<file path="src/rtl/alu_share_arbiter.sv">
// Round-robin arbiter that lets two requesters share one registered ALU.
// One operation is in flight at a time: accept, execute for one cycle, then hold the result until it is consumed.
module alu_share_arbiter #(
    parameter int WIDTH = 32
) (
    input  logic             clk,
    input  logic             rst_n,
    input  logic             req0_valid,
    output logic             req0_ready,
    input  logic [WIDTH-1:0] req0_a,
    input  logic [WIDTH-1:0] req0_b,
    input  logic [2:0]       req0_op,
    output logic             resp0_valid,
    output logic [WIDTH-1:0] resp0_data,
    input  logic             resp0_ready,
    input  logic             req1_valid,
    output logic             req1_ready,
    input  logic [WIDTH-1:0] req1_a,
    input  logic [WIDTH-1:0] req1_b,
    input  logic [2:0]       req1_op,
    output logic             resp1_valid,
    output logic [WIDTH-1:0] resp1_data,
    input  logic             resp1_ready,
    output logic             busy
);

    typedef enum logic [1:0] {IDLE, EXEC, RESP} state_t;

    state_t           state;
    logic             gnt;
    logic             prio;
    logic [WIDTH-1:0] a_q;
    logic [WIDTH-1:0] b_q;
    logic [2:0]       op_q;
    logic [WIDTH-1:0] res_q;

    logic             sel;
    logic             accept;
    logic             resp_done;
    logic             shamt_oob;
    logic [WIDTH-1:0] alu_res;

    logic [1:0]       req_valid;
    logic [1:0]       req_rdy;
    logic [1:0]       resp_vld;
    logic [1:0]       resp_rdy;
    logic [WIDTH-1:0] resp_dat [2];

    assign req_valid = {req1_valid, req0_valid};
    assign resp_rdy  = {resp1_ready, resp0_ready};

    // A lone requester wins outright; a tie goes to the favoured one.
    always_comb begin
        sel = 1'b0;
        if (req0_valid && req1_valid)
            sel = prio;
        else if (req1_valid)
            sel = 1'b1;
    end

    genvar gi;
    generate
        for (gi = 0; gi < 2; gi++) begin : g_port
            assign req_rdy[gi]  = rst_n && (state == IDLE) && req_valid[gi] && (sel == 1'(gi));
            assign resp_vld[gi] = (state == RESP) && (gnt == 1'(gi));
            assign resp_dat[gi] = resp_vld[gi] ? res_q : '0;
        end
    endgenerate

    assign req0_ready  = req_rdy[0];
    assign req1_ready  = req_rdy[1];
    assign resp0_valid = resp_vld[0];
    assign resp1_valid = resp_vld[1];
    assign resp0_data  = resp_dat[0];
    assign resp1_data  = resp_dat[1];
    assign busy        = (state != IDLE);

    assign accept    = |req_rdy;
    assign resp_done = resp_rdy[gnt];

    // Shift amounts of WIDTH or more saturate instead of relying on operator semantics.
    assign shamt_oob = (b_q >= WIDTH'(WIDTH));

    always_comb begin
        alu_res = '0;
        case (op_q)
            3'd0:    alu_res = a_q + b_q;
            3'd1:    alu_res = a_q - b_q;
            3'd2:    alu_res = a_q & b_q;
            3'd3:    alu_res = a_q | b_q;
            3'd4:    alu_res = shamt_oob ? '0 : (a_q >> b_q);
            3'd5:    alu_res = shamt_oob ? {WIDTH{a_q[WIDTH-1]}} : WIDTH'($signed(a_q) >>> b_q);
            default: alu_res = '0;
        endcase
    end

    always_ff @(posedge clk or negedge rst_n) begin
        if (!rst_n) begin
            state <= IDLE;
            gnt   <= 1'b0;
            prio  <= 1'b0;
            a_q   <= '0;
            b_q   <= '0;
            op_q  <= '0;
            res_q <= '0;
        end else begin
            case (state)
                IDLE: begin
                    if (accept) begin
                        a_q   <= sel ? req1_a  : req0_a;
                        b_q   <= sel ? req1_b  : req0_b;
                        op_q  <= sel ? req1_op : req0_op;
                        gnt   <= sel;
                        state <= EXEC;
                    end
                end
                EXEC: begin
                    res_q <= alu_res;
                    state <= RESP;
                end
                RESP: begin
                    // Priority flips only when a response is actually consumed.
                    if (resp_done) begin
                        prio  <= ~gnt;
                        state <= IDLE;
                    end
                end
                default: state <= IDLE;
            endcase
        end
    end

endmodule
</file>
<file path="config.mk">
export PLATFORM = sky130hd
export DESIGN_NAME = alu_share_arbiter
export DESIGN_NICKNAME = d
export VERILOG_FILES = /design/src/rtl/alu_share_arbiter.sv
export SDC_FILE = /design/constraint.sdc
export NUM_CORES = 1
export LEC_CHECK = 0
export CAP_MARGIN = 20
export CORE_MARGIN = 1.5
export CORE_UTILIZATION = 45
export DETAILED_ROUTE_END_ITERATION = 6
export PLACE_DENSITY = 0.71
export SYNTH_ARGS = -nofsm -noshare
export SYNTH_HDL_FRONTEND = slang
export SYNTH_SLANG_ARGS = --single-unit
</file>
<file path="constraint.sdc">
create_clock -name clk -period 9.2 [get_ports clk]
set_input_delay 1.38 -clock clk [delete_from_list [all_inputs] [get_ports clk]]
set_output_delay 1.38 -clock clk [all_outputs]
set_load 0.005 [all_outputs]
</file>
Yosys cells after proc, flatten, opt, wreduce, memory -nomap -nowiden:

Cells that the tools add are included.

* add/sub/neg operators: 2
* mux-type cells: 15
* shift-type cells: 2
* reductions and logical operators: 15
* bitwise operators: 4
* $lt $le $gt $ge: 2
* eq/ne operators: 9

Operator list (count)
* $mux W32: 6
* $pmux W32 S6: 1
* $add A32 B32 Y32: 1
* $and A32 B32 Y32: 1
* $ge A32 B6 Y1 const B: 1
* $or A32 B32 Y32: 1
* $shr A32 B32 Y32: 1
* $sshr A32 B32 Y32: 1
* $sub A32 B32 Y32: 1
* $logic_and A1 B1 Y1: 8
* $eq A3 B2 Y1 const B: 2
* $eq A3 B3 Y1 const B: 2
* $pmux W2 S3: 1
* $reduce_and A2 Y1: 3
* $mux W1: 4
* $mux W2: 2
* $ne A2 B2 Y1 const B: 2
* $eq A3 B1 Y1 const B: 1
* $logic_not A3 Y1: 1
* $mux W3: 1
* $eq A2 B1 Y1 const B: 1
* $eq A2 B2 Y1 const B: 1
* $logic_not A2 Y1: 1
* $lt A1 B2 Y1 const B: 1
* 3 further kinds: 4

* register bits after elaboration: 103
* output and inout port bits: 69

Longest topological paths before layout:

Gate-level depths: netlist (run 1).

* word-level depth: 7
* depth in mapped cells: 20
* depth with buffers taken out: 16

Worst setup path after synthesis (run 1):

Ideal clock, no wire load.

* path kind: reg2reg
* from: reg b_q[1]
* to: reg res_q[28]
* setup time: 0.137 ns
* setup slack: 4.714 ns
* cell stages (with the launch flop): 21
* data arrival time: 4.349 ns
* path through: dfrtp_1 > clkbuf_1 > inv_1 > clkbuf_1 > clkbuf_1 > ha_1 > nand2_1 > nor2_1 > nand2_1 > o31ai_1 > xor2_1 > ha_1 > and3_1 > clkbuf_1 > a221oi_1 > o2bb2ai_1 > o21a_1 > o21ai_0 > and4_1 > a2111oi_0 > o31ai_1

* cells in the longest elaborated chain, start to end: 3
* elaborated cells on any way between the ends: 8
* those cells by class: add/sub: 2; order compare: 1; shift: 2; mux: 3

RTL lines
* start: declaration: line 33 `logic [WIDTH-1:0] b_q;`
* start signal: assignment: line 111 `b_q <= sel ? req1_b : req0_b;`
* $ge A32 B6 Y1, or another cell as far along: line 82 `assign shamt_oob = (b_q >= WIDTH'(WIDTH));`
* $mux W32, on equally long branches: line 92, 91
* $pmux W32 S6 (*): line 86 `case (op_q)`
* end signal: assignment: line 118 `res_q <= alu_res;`
* end: declaration: line 35 `logic [WIDTH-1:0] res_q;`

Every way passes the cells marked *; elsewhere a longest branch is shown, timed or not.
A chain may end at the register's enable or synchronous reset.

Worst setup path after layout (run 1):

* from: reg b_q[1]
* to: reg res_q[29]

The elaborated chain is that of the path after synthesis.

==> run metrics, run 1 <==
status finished clean; capturing point of the worst reg2reg path res_q[29]; Sequential Power Share 0.198; Net Sw Power 3000 uW; Setup Viol. Count Final 0; gr ovfl total 0; Max-Cap Viols 0; placer congestion estimate 1.02; sequential-to-total area share from yosys stat 0.237; Most used DFF post-synth dfrtp_1; Rel. slew slack 0.306; Post-synth top cells a21oi_1, nor2_1, dfrtp_1, nand2_1, mux2i_1; CTS tree done; Ys Warns 0; Setup CP Type reg2reg; CTS Buf Count 9; slowest stage delay, CP 0.66 ns; total track usage 0.358; Worst-Skew Late Latency 0.37 ns; chip width 159 microns; Pint ~2300 uW; TNS Setup 0 ns; area post-placement ~13,000 sq um; Worst setup SP type register; die span in y 159 microns; Yosys top cell area share 0.237; vias in the first global route 10.9k; root buffer cell clkbuf_16; Initial Util 0.461; routed wire length per instance 24.8 microns; CTS clk-pin slew, worst paths approximately 0.090 ns; Gate power share 0.723; layout cell share with drive strength beyond 1 0.0681; crit path cell chain buf_4, inv_1, ha_1, nand2_1, nor2_1, nand2_1, o31ai_1, xor2_1, ha_1, and3_1, a221oi_1, o2bb2ai_1, o21ai_0, o41ai_1, xor2_1, o21ai_0; Layout area overhead 23.5%; Crit path arrival time 5.49 ns; crit path to res_q[29]; CP Data Required Time 9.44 ns; worst vdd ir roughly 170 uV; R2R depth 16; P_leak 0.00551 uW; first-pass GRT wire length 67,100 microns; ant diodes 0; post-synth top area cell dfrtp_1; IO Port Bufs ~210; Hold Vio Cnt, Final 0; vias post-DR 11.9k; hpwl dp about 34,000 microns; CTS Sinks 103; Slew Limit Fails 0; H-Tree Depth 3; initial DRC count about 1.7k; Post-synth EDFFs 0; Min-Delay Path Class reg2reg; Via-to-Cell Ratio 6.59; row cnt 56; RSZ-0062 raised after global routing no; Final ANT Viol Nets 0; Syn Std Cell Area roughly 11,000 sq um; Max Freq between 150 and 200 MHz; Reg-to-Reg Start b_q[1]; synthesized netlist net count 1,518; Final Net Count 1,654; cell area after layout 13,500 sq um; Final Util 0.570; critical path launch point b_q[1]; Detailed Route WL 44,800 microns; Post-Syn Instances around 1.3k; top cells by area, synth dfrtp_1, mux2i_1, a21oi_1, mux4_2, nor2_1; pwr/cell area 397 nW/um^2; Post-CTS Hold Buffers 0; largest net degree at the start of global routing 111; Setup Buffers After CTS 0; DRT Pass-1 Iters 5; Core Region 23,600 sq um; Avg Cell Area, Syn between 8 and 9 sq um; CTS resizes 0; crit end category register; # DRC 0; CP Max Fanout 44; I/O Pins 209; top-count cell post-synth a21oi_1; Final period util 0.571; Synth cell types between 80 and 90; Sw Ratio 0.561; antenna violations before repair 1; Hold WS 0.518 ns; die area about 25,000 sq um; min cycle time layout approximately 5.3 ns; FFs w/ async S/R, synth 1.00; clock buffer depth 2; Slew @ Worst Pin 1.04 ns; Worst path slowest cell o41ai_1; R2R Setup Slk ~3.9 ns; clk_skew 0.0120 ns; power share of the clock group 0.079; Seq cells post-synth 103
==> kinds of logic (layout without fill, tap and decap cells) <==
family / count (synthesis) / after routing / synth area share
compound gates: 414 / 414 / 0.249
mux: 130 / 130 / 0.150
simple gates: 453 / 453 / 0.210
flops: 103 / 103 / 0.237
buf+inv: 132 / 273 / 0.0492
xor+xnor: 47 / 47 / 0.0378
fa+ha+maj: 64 / 64 / 0.0675
==> layout by cell type (no fill, tap or decap), types with 24 or more instances in the layout <==
master,instances
o21ai_0,57
buf_4,29
nand2_1,101
ha_1,34
xor2_1,24
nand3_1,25
dfrtp_1,101
and3_1,74
a21oi_1,142
nor2_1,140
mux2i_1,95
maj3_1,29
clkdlybuf4s50_1,207
mux4_2,26
==> final cells by class <==
type / instances / area, sq um
inverter: 21 / 78.8
fill: 2218 / 10200
timing repair buffer: 236 / 2290
sequential: 103 / 2580
clock buffer: 9 / 225
clock inverter: 7 / 80.1
tap: 319 / 399
multi-input combinational: 1108 / 7810
==> worst min-delay path by stage <==
stage	depth (start not counted)	slack, ns	from	to
after CTS	2	0.52	res_q[7]	res_q[7]
after floorplan	2	0.46	res_q[9]	res_q[9]
after detailed placement	2	0.50	res_q[14]	res_q[14]
final	2	0.52	res_q[7]	res_q[7]
after global placement	2	0.47	res_q[7]	res_q[7]
after global routing	2	0.55	res_q[7]	res_q[7]
==> sequential cells by signal, summed over array words and instances (netlist names) <==
name,flops
gnt,1
b_q,32
prio,1
a_q,32
state,2
op_q,3
res_q,32
==> layer usage <==
metal  wire length [microns]  GRT usage  vias up  share of wire
met5                       0          0        -              0
met4                    1820      0.140        0          0.041
met3                    5250     0.0825      127           0.12
met2                   19000      0.531      830           0.42
met1                   18700      0.502     5583           0.42
li1                        -          -     5343              -
==> metrics by stage <==
step,power [uW],std cells,worst slack [ns]
after global routing,5660,1803,3.55
after global placement,4740,1787,4.18
after floorplan,3520,1343,4.71
after detailed placement,4750,1787,4.09
after CTS,5180,1803,4.09
final,5350,1803,3.94
==> critical path: cells and delay by family, from the launching register on <==
| family | cells | cell delay, ns |
|---|---|---|
| and+or+nand+nor | 4 | 0.92 |
| DFF | 1 | 0.37 |
| AOI/OAI and AO/OA | 6 | 1.90 |
| adders and majority gates | 2 | 0.63 |
| xor gates and xnor gates | 2 | 0.38 |
| buffers and inverters | 2 | 0.90 |
==> power groups by stage <==
stage          Clock (uW)  Combinational [uW]  Sequential, uW
3_5_place_dp            0                3700            1050
5_1_grt               441                4130            1080
4_1_cts               426                3710            1040
2_1_floorplan           0                2690             834
6_report              423                3860            1060
3_3_place_gp            0                3700            1040
Power figures use the tool's default switching activity.
==> run 2, diff against run 1 <==
==> constraint.sdc (replaced) <==
create_clock -name clk -period 5.4 [get_ports clk]
set_input_delay 0.81 -clock clk [delete_from_list [all_inputs] [get_ports clk]]
set_output_delay 0.81 -clock clk [all_outputs]
set_load 0.005 [all_outputs]
==> run 2 against run 1 <==
The flow now finishes with violations (design-rule violations). Highest routed layer unchanged. Sequential share of layout area fell by 0.14 points. Clock skew decreased by 0.0025 ns. Core utilization rose by 0.42 points. Via count shrank 0.55%.
==> run metrics, run 2 (synthesis gave the netlist of run 1 again) <==
P_leak 0.00557 uW; Setup Viol. Count Final 0; # DRC 6; critical path launch point b_q[2]; CTS Sinks between 100 and 150; placer congestion estimate 1.02; first-pass GRT wire length approximately 70,000 microns; TNS Setup 0 ns; H-Tree Depth 3; die area 25,200 sq um; Layout area overhead 24.5%; capturing point of the worst reg2reg path res_q[28]; vias in the first global route 11.1k; IO Port Bufs around 210; clk_skew 0.00952 ns; pwr/cell area 679 nW/um^2; Final Net Count 1,668; row cnt between 50 and 60; min cycle time layout 4.74 ns; DRT Pass-1 Iters 7; CTS Buf Count 9; Worst setup SP type register; CTS clk-pin slew, worst paths ~0.09 ns; Rel. slew slack 0.308; Post-Place Cells 1,801; CTS resizes 0; Max-Cap Viols 0; Layout Cells excl Fill 1,817; status finished with violations; I/O Pins 209; commonest cells after routing, fill and taps aside clkdlybuf4s50_1, a21oi_1, nor2_1; Hold Vio Cnt, Final 0; chip width approximately 160 microns; Post-CTS Hold Buffers 0; Worst-Skew Late Latency 0.37 ns; cell area after layout around 14,000 sq um; R2R depth 15; ant diodes 0; Crit path arrival time ~5 ns; CTS tree done; gr ovfl total 0; Final period util 0.878; layout cell share with drive strength beyond 1 0.0768; Initial Util 0.461; Core Region 23,600 sq um; routed wire length per instance 25.6 microns; initial DRC count 1,456; largest net degree at the start of global routing 104; Via-to-Cell Ratio 6.50; Slew Limit Fails 0; Max Freq 211 MHz; crit end category register; Setup Buffers After CTS 0; commonest non-fill, non-tap cell in the layout clkdlybuf4s50_1; CP Data Required Time about 5.6 ns; area post-placement about 13,000 sq um; die span in y between 150 and 200 microns; Detailed Route WL between 40,000 and 50,000 microns; hpwl dp approximately 36,000 microns; antenna violations before repair 0; worst vdd ir just over 400 uV; Min-Delay Path Class in2async; biggest regs a_q: 32 flops, b_q: 32 flops, res_q: 32 flops; failing checks design-rule violations; Setup CP Type reg2reg; Reg-to-Reg Start b_q[2]; Final ANT Viol Nets 0; CP Max Fanout 6; Final Util 0.574; vias post-DR 11.8k; crit path to res_q[28]; total track usage 0.376; clock buffer depth 2; Slew @ Worst Pin 1.04 ns; RSZ-0062 raised after global routing no; R2R Setup Slk 0.66 ns; root buffer cell clkbuf_16
-- run 2: changes by cell type in the layout (fill, tap and decap cells not counted), sizes merged --
| cell | before | now |
|---|---|---|
| clkinvlp | 1 | 2 |
| inv | 24 | 23 |
| buf | 29 | 43 |
-- run 2: worst min path at each step --
stage / start / endpoint / slack (ns) / depth (start not counted)
2_1_floorplan: res_q[9] / res_q[9] / 0.46 / 2
3_5_place_dp: res_q[7] / res_q[7] / 0.48 / 2
5_1_grt: rst_n / a_q[21] / 0.41 / 1
4_1_cts: rst_n / a_q[21] / 0.39 / 1
3_3_place_gp: res_q[7] / res_q[7] / 0.47 / 2
6_report: rst_n / a_q[21] / 0.39 / 1
-- run 2: through the flow --
stage	setup slack [ns]	power [uW]	hold slack [ns]
finish	0.660	9200	0.385
global route	0.424	9740	0.406
floorplan	0.914	6000	0.455
detailed placement	0.804	8230	0.480
global placement	0.968	8220	0.472
CTS	0.783	8960	0.393
-- run 2: per-layer routing --
metal  vias to the layer above  part of all wire  track usage
met4                         0             0.047        0.155
met5                         -                 0            0
met1                      5520              0.41        0.518
met3                       137              0.11       0.0860
li1                       5381                 -            -
met2                       780              0.43        0.566
-- run 2: final cells by class --
class                   count  area [sq um]
multi-input cells        1108          7810
clock inverters             7          73.8
inverters                  21          78.8
fillers                  2202         10100
flip-flops and latches    103          2580
repair buffers            250          2390
clock buffers               9           225
well taps                 319           399
-- run 2: worst max-delay path, stage by stage, from the launching register on --
cell	delay, ns
dfrtp_2	0.41
nor4_1	0.55
nand2_1	0.18
nor2_1	0.34
nand2_1	0.19
o31ai_1	0.30
xor2_1	0.21
ha_1	0.32
and3_1	0.28
a221oi_1	0.48
o2bb2ai_1	0.23
o21a_1	0.16
o21ai_0	0.19
and4_1	0.27
a2111oi_0	0.39
o31ai_1	0.10
-- run 2: power by group --
group	switching, uW	total (uW)	leakage (uW)	internal (uW)
combinational	4090	6720	0.00423	2630
clock	373	702	0.000140	329
sequential	673	1780	0.00120	1110
==> run 3, diff against run 2 <==
--- a/config.mk
+++ b/config.mk
@@ -5,11 +5,12 @@
 export SDC_FILE = /design/constraint.sdc
 export NUM_CORES = 1
 export LEC_CHECK = 0
-export CAP_MARGIN = 20
+export CAP_MARGIN = 15
 export CORE_MARGIN = 1.5
 export CORE_UTILIZATION = 45
 export DETAILED_ROUTE_END_ITERATION = 6
 export PLACE_DENSITY = 0.71
+export RECOVER_POWER = 100
 export SYNTH_ARGS = -nofsm -noshare
 export SYNTH_HDL_FRONTEND = slang
 export SYNTH_SLANG_ARGS = --single-unit
==> run 3 against run 2 <==
The run ends with max-capacitance violations, max-slew violations left. Combinational power decreased by 0.7%. Critical path depth decreased by 5. First-iteration DRC count increased by 1.2%. Global-route usage unchanged. Core utilization decreased by 0.33 points. Worst hold slack improved by 0.11 ns. Clock skew increased by 0.0025 ns. Non-clock buffer count unchanged. Power decreased by 0.55%. Register-to-register slack got worse by 0.24 ns. Largest cell class unchanged.
==> run metrics, run 3 (synthesis gave the netlist of run 1 again) <==
status finished with violations; failing checks max-capacitance violations, max-slew violations; Detailed Route WL 46,500 microns; CTS Buf Count 9; CP Data Required Time 5.68 ns; Via-to-Cell Ratio around 6.5; die area 25,200 sq um; pwr/cell area 679 nW/um^2; Hold WS 0.495 ns; Initial Util 0.461; Setup CP Type reg2reg; Slew Limit Fails around 260; FF+latch area 2580 sq um; Worst-Skew Late Latency 0.38 ns; crit path cell chain or4_1, or4_1, nor3_1, clkbuf_1, nand3_1, clkbuf_1, o21ai_0, a21oi_1, a2bb2oi_1, o211ai_1; Rel. slew slack -0.295; layout cell share with drive strength beyond 1 0.0681; clk_skew around 0.012 ns; CTS Sinks approximately 100; power share of the clock group 0.077; worst vdd ir 416 uV; Final period util 0.922; uppermost routed layer met4; chip width approximately 160 microns; DR WL met3 5060 microns; hpwl dp 35,500 microns; H-Tree Depth 3; Hold Vio Cnt, Final 0; initial DRC count 1,473; ant diodes 0; crit end category register; P_leak 0.00574 uW; placer congestion estimate 1.02; Min-Delay Path Class reg2reg; row cnt 56; Sequential Power Share 0.194; Gate power share 0.729; setup ws final 0.424 ns; Worst path slowest cell nor3_1; vias in the first global route 11.1k; biggest regs a_q: 32 flops, b_q: 32 flops, res_q: 32 flops; gr ovfl total 0; Multi-input gate area 7770 sq um; # DRC 0; commonest non-fill, non-tap cell in the layout a21oi_1; Final Net Count 1,668; first-pass GRT wire length about 70,000 microns; Post-CTS Hold Buffers 0; RSZ-0062 raised after global routing no; Pint ~4000 uW; Worst setup SP type register; I/O Pins roughly 210; largest net degree at the start of global routing 104; CTS resizes 0; DRT Pass-1 Iters 7; DRT met1 WL 19,400 microns; root buffer cell clkbuf_16; Net Sw Power 5130 uW; Setup Buffers After CTS 0; Max Freq 201 MHz; slowest stage delay, CP ~0.75 ns; CP Max Fanout 14; Layout area overhead 23.7%; TNS Setup 0 ns; Final ANT Viol Nets 0; commonest cells after routing, fill and taps aside a21oi_1, nor2_1, clkdlybuf4s50_1; CTS clk-pin slew, worst paths approximately 0.09 ns; Crit path arrival time 5.26 ns; CTS tree done; Post-Place Cells approximately 1.8k; Layout Cells excl Fill 1,817; min cycle time layout between 4 and 5 ns; post-place setup slack 0.804 ns; vias post-DR 11.8k; Max-Cap Viols 5; total track usage 0.376; Sw Ratio 0.561; die span in y 159 microns; Core Region 23,600 sq um; Slew @ Worst Pin a little under 2 ns; antenna violations before repair 0; clock buffer depth 2; Setup Viol. Count Final 0; IO Port Bufs 208; filler instances 2,223; wire length on met2 19,900 microns; routed wire length per instance 25.6 microns
==> run 3: worst paths after layout <==
path                       startpoint        end  slack (ns)  depth (start not counted)
max reg2reg                   b_q[25]  res_q[12]        0.42                         10
min                          res_q[7]   res_q[7]        0.49                          2
max in group asynchronous       rst_n   res_q[2]        0.92                          3
min in group asynchronous       rst_n    b_q[19]        0.98                          1
max                           b_q[25]  res_q[12]        0.42                         10
min reg2reg                  res_q[7]   res_q[7]        0.49                          2
==> run 3: layout make-up <==
| type | count | area share |
|---|---|---|
| multi-input combinational | 1108 | 0.576 |
| sequential | 103 | 0.191 |
| timing repair buffer | 250 | 0.175 |
| tap | 319 | 0.0296 |
| clock buffer | 9 | 0.0167 |
| inverter | 21 | 0.00585 |
| clock inverter | 7 | 0.00548 |
==> run 3: per-layer routing <==
metal,up-vias,GRT usage
met5,-,0
met4,0,0.155
met3,124,0.0860
met2,813,0.566
met1,5486,0.518
li1,5379,-
==> run 3: power by group through the flow <==
stage | logic, uW | clock network [uW] | registers, uW
after detailed placement | 6470 | 0 | 1760
final | 6670 | 701 | 1780
after global routing | 7140 | 734 | 1820
after floorplan | 4580 | 0 | 1420
after global placement | 6470 | 0 | 1740
after CTS | 6500 | 710 | 1750
==> run 3: per-stage QoR <==
step,cell area [sq um],util,power [uW]
after global routing,13500,0.571,9690
after CTS,13600,0.574,8960
after global placement,13300,0.562,8220
after floorplan,10900,-,6000
final,13500,0.571,9150
after detailed placement,13300,0.562,8230
==> run 3: critical path: cells and delay by family (launching register included) <==
kind                   cells  cell delay [ns]
DFF                        1             0.47
buffers and inverters      2             1.03
AOI/OAI and AO/OA          4             0.65
and+or+nand+nor            4             2.72
